--- src/rtl/riscv_dmi_arbiter.sv ---
// Two-requester DMI arbiter: round-robin grant of a single outstanding DMI
// transaction to the Debug Module, with a per-transaction timeout abort.
module riscv_dmi_arbiter #(
  parameter int unsigned TIMEOUT_CYCLES = 1023,
  parameter int unsigned DMI_ADDR_WIDTH = 7,
  parameter int unsigned DMI_DATA_WIDTH = 32,
  parameter int unsigned DMI_OP_WIDTH   = 2
) (
  input  logic                           clk_i,
  input  logic                           trst_i,
  input  logic [1:0]                     req_valid_i,
  output logic [1:0]                     req_ready_o,
  input  logic [1:0][DMI_ADDR_WIDTH-1:0] req_addr_i,
  input  logic [1:0][DMI_DATA_WIDTH-1:0] req_data_i,
  input  logic [1:0][DMI_OP_WIDTH-1:0]   req_op_i,
  output logic [1:0]                     resp_valid_o,
  input  logic [1:0]                     resp_ready_i,
  output logic [DMI_DATA_WIDTH-1:0]      resp_data_o,
  output logic [DMI_OP_WIDTH-1:0]        resp_op_o,
  output logic                           dm_req_valid_o,
  input  logic                           dm_req_ready_i,
  output logic [DMI_ADDR_WIDTH-1:0]      dm_req_addr_o,
  output logic [DMI_DATA_WIDTH-1:0]      dm_req_data_o,
  output logic [DMI_OP_WIDTH-1:0]        dm_req_op_o,
  input  logic                           dm_resp_valid_i,
  output logic                           dm_resp_ready_o,
  input  logic [DMI_DATA_WIDTH-1:0]      dm_resp_data_i,
  input  logic [DMI_OP_WIDTH-1:0]        dm_resp_op_i,
  output logic [1:0]                     grant_o,
  output logic                           timeout_o
);

  typedef enum logic [1:0] {
    ST_IDLE,
    ST_REQ,
    ST_RESP,
    ST_RET
  } state_e;

  localparam bit          TIMEOUT_EN  = (TIMEOUT_CYCLES != 0);
  localparam logic [16:0] TIMEOUT_LIM = 17'(TIMEOUT_CYCLES);
  localparam logic [DMI_OP_WIDTH-1:0] OP_FAILED = DMI_OP_WIDTH'(2);

  state_e                     state_q, state_d;
  logic                       owner_q;
  logic                       last_grant_q;
  logic [15:0]                cnt_q;
  logic                       timeout_q;
  logic [DMI_ADDR_WIDTH-1:0]  addr_q;
  logic [DMI_DATA_WIDTH-1:0]  data_q;
  logic [DMI_OP_WIDTH-1:0]    op_q;
  logic [DMI_DATA_WIDTH-1:0]  resp_data_q;
  logic [DMI_OP_WIDTH-1:0]    resp_op_q;

  logic        accept;
  logic        pick;
  logic        timeout_hit;
  logic        in_flight;
  logic [16:0] cnt_inc;

  assign in_flight = (state_q == ST_REQ) || (state_q == ST_RESP);
  assign cnt_inc   = {1'b0, cnt_q} + 17'd1;

  // NOTE: every signal written here gets a default first, so no path leaves a
  // value unassigned and no latch is inferred.
  always_comb begin
    state_d     = state_q;
    accept      = 1'b0;
    pick        = 1'b0;
    timeout_hit = 1'b0;
    unique case (state_q)
      ST_IDLE: begin
        if (req_valid_i != 2'b00) begin
          accept  = 1'b1;
          pick    = (&req_valid_i) ? ~last_grant_q : req_valid_i[1];
          state_d = ST_REQ;
        end
      end
      ST_REQ: begin
        // A completing handshake always wins over an expiring counter.
        if (dm_req_ready_i) begin
          state_d = ST_RESP;
        end else if (TIMEOUT_EN && (cnt_inc >= TIMEOUT_LIM)) begin
          timeout_hit = 1'b1;
          state_d     = ST_RET;
        end
      end
      ST_RESP: begin
        if (dm_resp_valid_i) begin
          state_d = ST_RET;
        end else if (TIMEOUT_EN && (cnt_inc >= TIMEOUT_LIM)) begin
          timeout_hit = 1'b1;
          state_d     = ST_RET;
        end
      end
      ST_RET: begin
        if (resp_ready_i[owner_q]) state_d = ST_IDLE;
      end
      default: state_d = ST_IDLE;
    endcase
  end

  // NOTE: sequential state uses non-blocking assignments so every register
  // samples the pre-edge values regardless of statement order.
  always_ff @(posedge clk_i or posedge trst_i) begin
    if (trst_i) begin
      state_q      <= ST_IDLE;
      owner_q      <= 1'b0;
      last_grant_q <= 1'b1;
      cnt_q        <= '0;
      timeout_q    <= 1'b0;
      addr_q       <= '0;
      data_q       <= '0;
      op_q         <= '0;
      resp_data_q  <= '0;
      resp_op_q    <= '0;
    end else begin
      state_q   <= state_d;
      timeout_q <= timeout_hit;
      if (accept) begin
        owner_q <= pick;
        addr_q  <= req_addr_i[pick];
        data_q  <= req_data_i[pick];
        op_q    <= req_op_i[pick];
        cnt_q   <= '0;
      end else if (in_flight && (cnt_q != '1)) begin
        cnt_q <= cnt_q + 16'd1;
      end
      if ((state_q == ST_RESP) && dm_resp_valid_i) begin
        resp_data_q <= dm_resp_data_i;
        resp_op_q   <= dm_resp_op_i;
      end else if (timeout_hit) begin
        resp_data_q <= '0;
        resp_op_q   <= OP_FAILED;
      end
      if ((state_q == ST_RET) && resp_ready_i[owner_q]) last_grant_q <= owner_q;
    end
  end

  // Request accept is gated by reset so nothing is accepted while it is held.
  assign req_ready_o     = (accept && !trst_i) ? {pick, ~pick} : 2'b00;
  assign grant_o         = (state_q != ST_IDLE) ? {owner_q, ~owner_q} : 2'b00;
  assign resp_valid_o    = (state_q == ST_RET) ? {owner_q, ~owner_q} : 2'b00;
  assign resp_data_o     = resp_data_q;
  assign resp_op_o       = resp_op_q;
  assign dm_req_valid_o  = (state_q == ST_REQ);
  assign dm_req_addr_o   = addr_q;
  assign dm_req_data_o   = data_q;
  assign dm_req_op_o     = op_q;
  assign dm_resp_ready_o = (state_q != ST_RET);
  assign timeout_o       = timeout_q;

endmodule

--- config.mk ---
export PLATFORM = sky130hd
export DESIGN_NAME = riscv_dmi_arbiter
export DESIGN_NICKNAME = d
export VERILOG_FILES = /design/src/rtl/riscv_dmi_arbiter.sv
export SDC_FILE = /design/constraint.sdc
export NUM_CORES = 1
export LEC_CHECK = 0
export CAP_MARGIN = 25
export CORE_MARGIN = 2
export CORE_UTILIZATION = 45
export DETAILED_ROUTE_END_ITERATION = 8
export PLACE_DENSITY = 0.95
export REMOVE_ABC_BUFFERS = 1
export SLEW_MARGIN = 20
export SYNTH_ARGS = -nofsm -noshare
export SYNTH_HDL_FRONTEND = slang
export SYNTH_SLANG_ARGS = --single-unit
--- constraint.sdc ---
create_clock -name clk_i -period 5.6 [get_ports clk_i]
set_clock_uncertainty 0.1 [all_clocks]
set_input_delay 0.56 -clock clk_i [delete_from_list [all_inputs] [get_ports clk_i]]
set_output_delay 0.56 -clock clk_i [all_outputs]
set_load 0.05 [all_outputs]
==> results.toml, run 1 <==
[sta]
period_needed_ns = 3.32
setup_viol = 0
whs_ns = 0.386
worst_slew_pin_slew_ns = 0.856
timing.final.ws_setup_ns = 2.28
period_share_pct = 59.3
slew_headroom_pct = 42.8
rsz0062_at_grt = "no"
hold_viol = 0
slew_violations = 0
fmax_ghz = 0.301

[status]
status = "finished clean"

[finish]
most-common-layout-cells = "207 x clkdlybuf4s50_1, 95 x dfrtp_1, 52 x nand2_1, 48 x o21ai_0, 41 x mux2i_1"
diodes = 0
final_nets = 755
layout_commonest_cell = "clkdlybuf4s50_1"
fin_cells = 762
layout-drive-gt1-share_pct = 4.77
areaGrowthSynthToFinish_pct = 52.1

[cts]
cts_root_buffer = "clkbuf_8"
cts.repair.resized = 0
clk_pin_slew_ns = 0.09
ctsLongestPathBuffers = 2
htree_levels = 3
clock_sinks = 96
numCtsBuffers = 9
cts_hold_buf = 0
cts_setup_buffers = 0
insertion_delay_ns = 0.36
cts_tree = "yes"

[synth]
synth-xor-area-share_pct = 3.29
syn-mean-instance-area_sq_um = 10.5
synthFlopType = "dfrtp_1"
synth_warnings = 0
synth_cell_types = 42
yosys.area_share.simple_pct = 13.4
synth_mux_area_share_pct = 9.33
synth_top_family_by_area = "compound AO/OA/AOI/OAI gates"
synth_top_cell_area_share_pct = 52.6
ys_async_sr_fraction_pct = 100
synth_enable_flop_cells = 0
syn_inst = 431
synth_area_leaders = "dfrtp_1 53%, mux2i_1 9.1%, a22o_1 6.4%"
ys_seq_area_share_pct = 53.2
synthAdderAreaFrac_pct = 1.94
ys_ff_latch = 96
yosysTopAreaCell = "dfrtp_1"
syn_area_sq_um = 4520
synth_compound_area_share_pct = 14.9

[setup_path]
crit_required_ns = 4.94
rr_worst_depth = 7
worstSetupPathType = "flip-flop to primary output"
rrSetupSlack_ns = 2.52
cp_max_fo = 7
end_kind = "primary output"
r2r-end = "resp_op_o[0]"
critPathLaunchType = "flip-flop"
arrival_ns = 2.66
timing.rr.start = "cnt_q[0]"

[detailed_routing]
first_pass_iters = 4
postRouteAntennaNets = 0
wire_per_inst_microns = 16.8
totalWireLength_mm = 12.8
drtIter0Drc = 136
vias = 4035
drc = 0
post_drt_via_cell_ratio = 5.30

[floorplanning]
core_sq_um = 9770
dieArea_sq_um = 10900
fp.dieH_microns = 104
rows = 36
initial_core_util_pct = 46.2
io_pins = 208
die_w_microns = 104

[hold_path]
hold_end = "dm_req_data_o[31]"
hp-class = "flip-flop to flip-flop"
whs_path_depth = 2
min_from = "dm_req_data_o[31]"

[power]
clkPwrFrac_pct = 11.1
ir_drop_mv = 0.367
p_leak_nw = 2.89
p_seq_share_pct = 29.3
power_mw = 4.02
p_int_mw = 2.00
pwr_density_cell_nw_per_um2 = 585
p_sw_share_pct = 50.4
combPwrFrac_pct = 59.6
power.switching_mw = 2.03

[place]
globalplace.congestion = 0.903
place_hpwl_mm = 9.67
place_inst = 746
place_ws_ns = 2.15
numPortBuffers = 207

[grt]
grt_pass1_vias = 4135
gr-usage-all-layers_pct = 23.6
antenna_found_initial = 0
overflow = 0
grt_pass1_wl_mm = 20.6
grt_max_degree = 84

[job]
max_cap_violations = 0
metal layers:
metal	GRT usage, %	wire length, microns	up-vias
li1	-	-	1895
met1	26.9	4950	1932
met2	42.2	6680	186
met3	7.27	929	22
met4	7.72	223	0
met5	0	0	-
worst max path at each step:
stage,from,end
after detailed placement,dm_resp_valid_i,resp_data_o[12]
after floorplan,req_valid_i[0],req_ready_o[0]
final,state_q[1],req_ready_o[0]
after CTS,cnt_q[0],resp_op_o[0]
after global placement,dm_resp_valid_i,resp_data_o[3]
after global routing,state_q[1],req_ready_o[0]
through the flow:
| step | util, % | area, sq um | setup TNS (ns) |
|---|---|---|---|
| floorplan | - | 4380 | -0.616 |
| global placement | 68.3 | 6670 | 0 |
| detailed placement | 68.3 | 6670 | 0 |
| CTS | 70.3 | 6870 | 0 |
| global route | 70.3 | 6870 | 0 |
| finish | 70.3 | 6870 | 0 |
power by group through the flow:
stage | clock network (mW) | logic, mW | registers, mW
2_1_floorplan | 0 | 0.655 | 2.09
3_3_place_gp | 0 | 2.35 | 1.17
3_5_place_dp | 0 | 2.42 | 1.18
4_1_cts | 0.457 | 2.42 | 1.18
5_1_grt | 0.486 | 2.53 | 1.21
6_report | 0.446 | 2.40 | 1.18
cell families (layout without fill, tap and decap cells):
kind of cell,count (synthesis),in the layout
mux,42,42
xor+xnor,17,17
flops,96,96
simple gates,128,128
compound gates,102,102
fa+ha+maj,7,7
buf+inv,39,237
cell usage after synthesis (2+ instances only):
cell type and n:
nor4_1 2, o21ai_0 49, xor2_1 7, nand3_1 7, xnor2_1 10, mux2i_1 41
ha_1 7, and3_1 4, and4_1 3, a211oi_1 2, a22o_1 33, a21oi_1 8
nor2_1 31, nand3b_1 3, nand2_1 52, clkbuf_1 17, o211ai_1 2, buf_6 4
and2_1 3, buf_1 5, nor2b_1 6, buf_2 3, nand4_1 6, nor3_1 5
inv_1 10, dfrtp_1 95
sequential cells by signal (all words and copies together) (netlist names):
signal / flops
state_q: 2
dm_req_data_o: 32
resp_data_o: 32
resp_op_o: 2
owner_q: 1
dm_req_op_o: 2
last_grant_q: 1
dm_req_addr_o: 7
cnt_q: 16
timeout_o: 1
worst max-delay path, stage by stage (launching register included):
cell	delay [ns]
dfrtp_1	0.46
inv_1	0.13
ha_1	0.38
o21ai_4	0.11
nor3_1	0.31
clkdlybuf4s50_1	0.90
area by class of cell:
class,instances,area [sq um]
clock buffers,10,138
clock inverters,6,62.6
fillers,689,2900
inverters,10,40.0
multi-input cells,296,1960
flip-flops and latches,96,2400
well taps,133,166
repair buffers,211,2100
(Power assumes the default switching activity.)
==> run 2, diff against run 1 <==
--- a/config.mk
+++ b/config.mk
@@ -7,9 +7,9 @@
 export LEC_CHECK = 0
 export CAP_MARGIN = 25
 export CORE_MARGIN = 2
-export CORE_UTILIZATION = 45
+export CORE_UTILIZATION = 38
 export DETAILED_ROUTE_END_ITERATION = 8
-export PLACE_DENSITY = 0.95
+export PLACE_DENSITY = 0.89
 export REMOVE_ABC_BUFFERS = 1
 export SLEW_MARGIN = 20
 export SYNTH_ARGS = -nofsm -noshare
==> constraint.sdc (replaced) <==
create_clock -name clk_i -period 2.8 [get_ports clk_i]
set_clock_uncertainty 0.1 [all_clocks]
set_input_delay 0.28 -clock clk_i [delete_from_list [all_inputs] [get_ports clk_i]]
set_output_delay 0.28 -clock clk_i [all_outputs]
set_load 0.05 [all_outputs]
==> run 2 against run 1 <==
Against the previous run:
- the flow now finishes with violations (DRC)
- hold slack worse by 0.15 ns
- core utilization down 8.8 points
- combinational power increased by 100%
- first-iteration DRC count rose by 120%
==> results.toml, run 2 (same netlist as run 1, synthesis figures left out) <==
[status]
status = "finished with violations"
failed_checks = "DRC"

[grt]
antenna_found_initial = 0
grt_pass1_wl_mm = 20.6
grt_pass1_vias = 4169
overflow = 0
gr-usage-all-layers_pct = 20.1
grt_max_degree = 78

[place]
numPortBuffers = 207
place_hpwl_mm = 9.16
placed_area_sq_um = 6760
globalplace.congestion = 0.890

[finish]
diodes = 0
most-common-layout-cells = "205 x clkdlybuf4s50_1, 95 x dfrtp_1, 52 x nand2_1, 48 x o21ai_0, 41 x mux2i_1"
areaGrowthSynthToFinish_pct = 56.9
final_area_sq_um = 7090
seqCellArea_sq_um = 2400
postLayoutCoreUtil_pct = 61.6
layout-drive-gt1-share_pct = 5.53
final_nets = 759
nFillCells = 911
multi_input_area_sq_um = 1970
layout_commonest_cell = "clkdlybuf4s50_1"

[sta]
period_share_pct = 95.1
setup_viol = 0
worst_slew_pin_slew_ns = 0.881
whs_ns = 0.233
period_needed_ns = 2.66
slew_violations = 0
rsz0062_at_grt = "no"
slew_headroom_pct = 41.2
hold_viol = 0
fmax_ghz = 0.376

[power]
p_leak_nw = 2.98
ir_drop_mv = 0.708
pwr_density_cell_nw_per_um2 = 1200

[detailed_routing]
wl_met1_mm = 5.05
wire_per_inst_microns = 16.0
postRouteAntennaNets = 0
post_drt_via_cell_ratio = 5.19
route.met2.wl_mm = 6.16
vias = 4026
drc = 12
first_pass_iters = 7
drtIter0Drc = 301
totalWireLength_mm = 12.4
route.met3.wl_mm = 1.08
highest_layer = "met4"

[setup_path]
critPathLaunchType = "flip-flop"
worstSetupPathType = "flip-flop to primary output"
cp-startpoint = "state_q[1]"
cp_max_fo = 7
timing.rr.start = "cnt_q[0]"
end_kind = "primary output"
crit_required_ns = 2.42
arrival_ns = 2.28

[floorplanning]
rows = 39
die_w_microns = 113
fp.dieH_microns = 113
initial_core_util_pct = 39.3
io_pins = 208
dieArea_sq_um = 12800
core_sq_um = 11500

[cts]
insertion_delay_ns = 0.35
htree_levels = 3
numCtsBuffers = 9
cts_tree = "yes"
cts_hold_buf = 0
cts_setup_buffers = 0
ctsLongestPathBuffers = 2
clock_sinks = 96
cts_root_buffer = "clkbuf_16"
clk_pin_slew_ns = 0.07

[job]
max_cap_violations = 0

[hold_path]
hp-class = "input pin to asynchronous set/reset pin"
==> run 2: layer usage <==
metal | GRT usage [%] | vias up
li1 | - | 1911
met1 | 24.5 | 1915
met2 | 34.0 | 187
met3 | 7.02 | 13
met4 | 5.12 | 0
met5 | 0 | -
==> run 2: final timing paths <==
check                               endpoint  slack (ns)  cells after the start
max reg2reg                   resp_data_o[5]        0.19                      8
min in group clk_i          dm_req_data_o[0]        0.38                      2
min                        dm_req_data_o[22]        0.23                      2
max                               grant_o[0]        0.14                      4
max in group asynchronous  dm_req_data_o[28]        1.59                      3
min reg2reg                 dm_req_data_o[0]        0.38                      2
==> run 2: repair_timing <==
item	4_1_cts	5_1_grt
resized for setup	0	1
endpoints found under the setup margin	0	34
hold endpoints to repair	0	0
==> run 2: where the power goes <==
group	switching [mW]	internal (mW)	total [mW]
logic	3.14	1.70	4.84
clock network	0.599	0.723	1.32
registers	0.375	1.97	2.34
total	4.11	4.39	8.50
==> run 2: layout make-up <==
cell class,instances,area share [%]
clock inverters,7,1.41
multi-input cells,296,27.7
flip-flops and latches,96,33.9
clock buffers,9,3.18
inverters,10,0.565
well taps,143,2.52
repair buffers,215,30.7
==> run 2: worst max-delay path, cell delays in order, from the launching register on <==
cell and delay [ns]:
dfrtp_1 0.43, inv_1 0.11, ha_1 0.30, nor2_1 0.25, clkdlybuf4s50_1 0.86
==> run 2: metrics by stage <==
| step | power, mW | setup TNS (ns) | instances | worst slack, ns |
|---|---|---|---|---|
| floorplan | 5.49 | -99.60 | 402 | -2.86 |
| global placement | 7.09 | 0 | 760 | 0.322 |
| detailed placement | 7.21 | 0 | 760 | 0.177 |
| CTS | 8.58 | 0 | 776 | 0.0832 |
| global route | 8.96 | 0 | 776 | 0.00355 |
| finish | 8.50 | 0 | 776 | 0.139 |
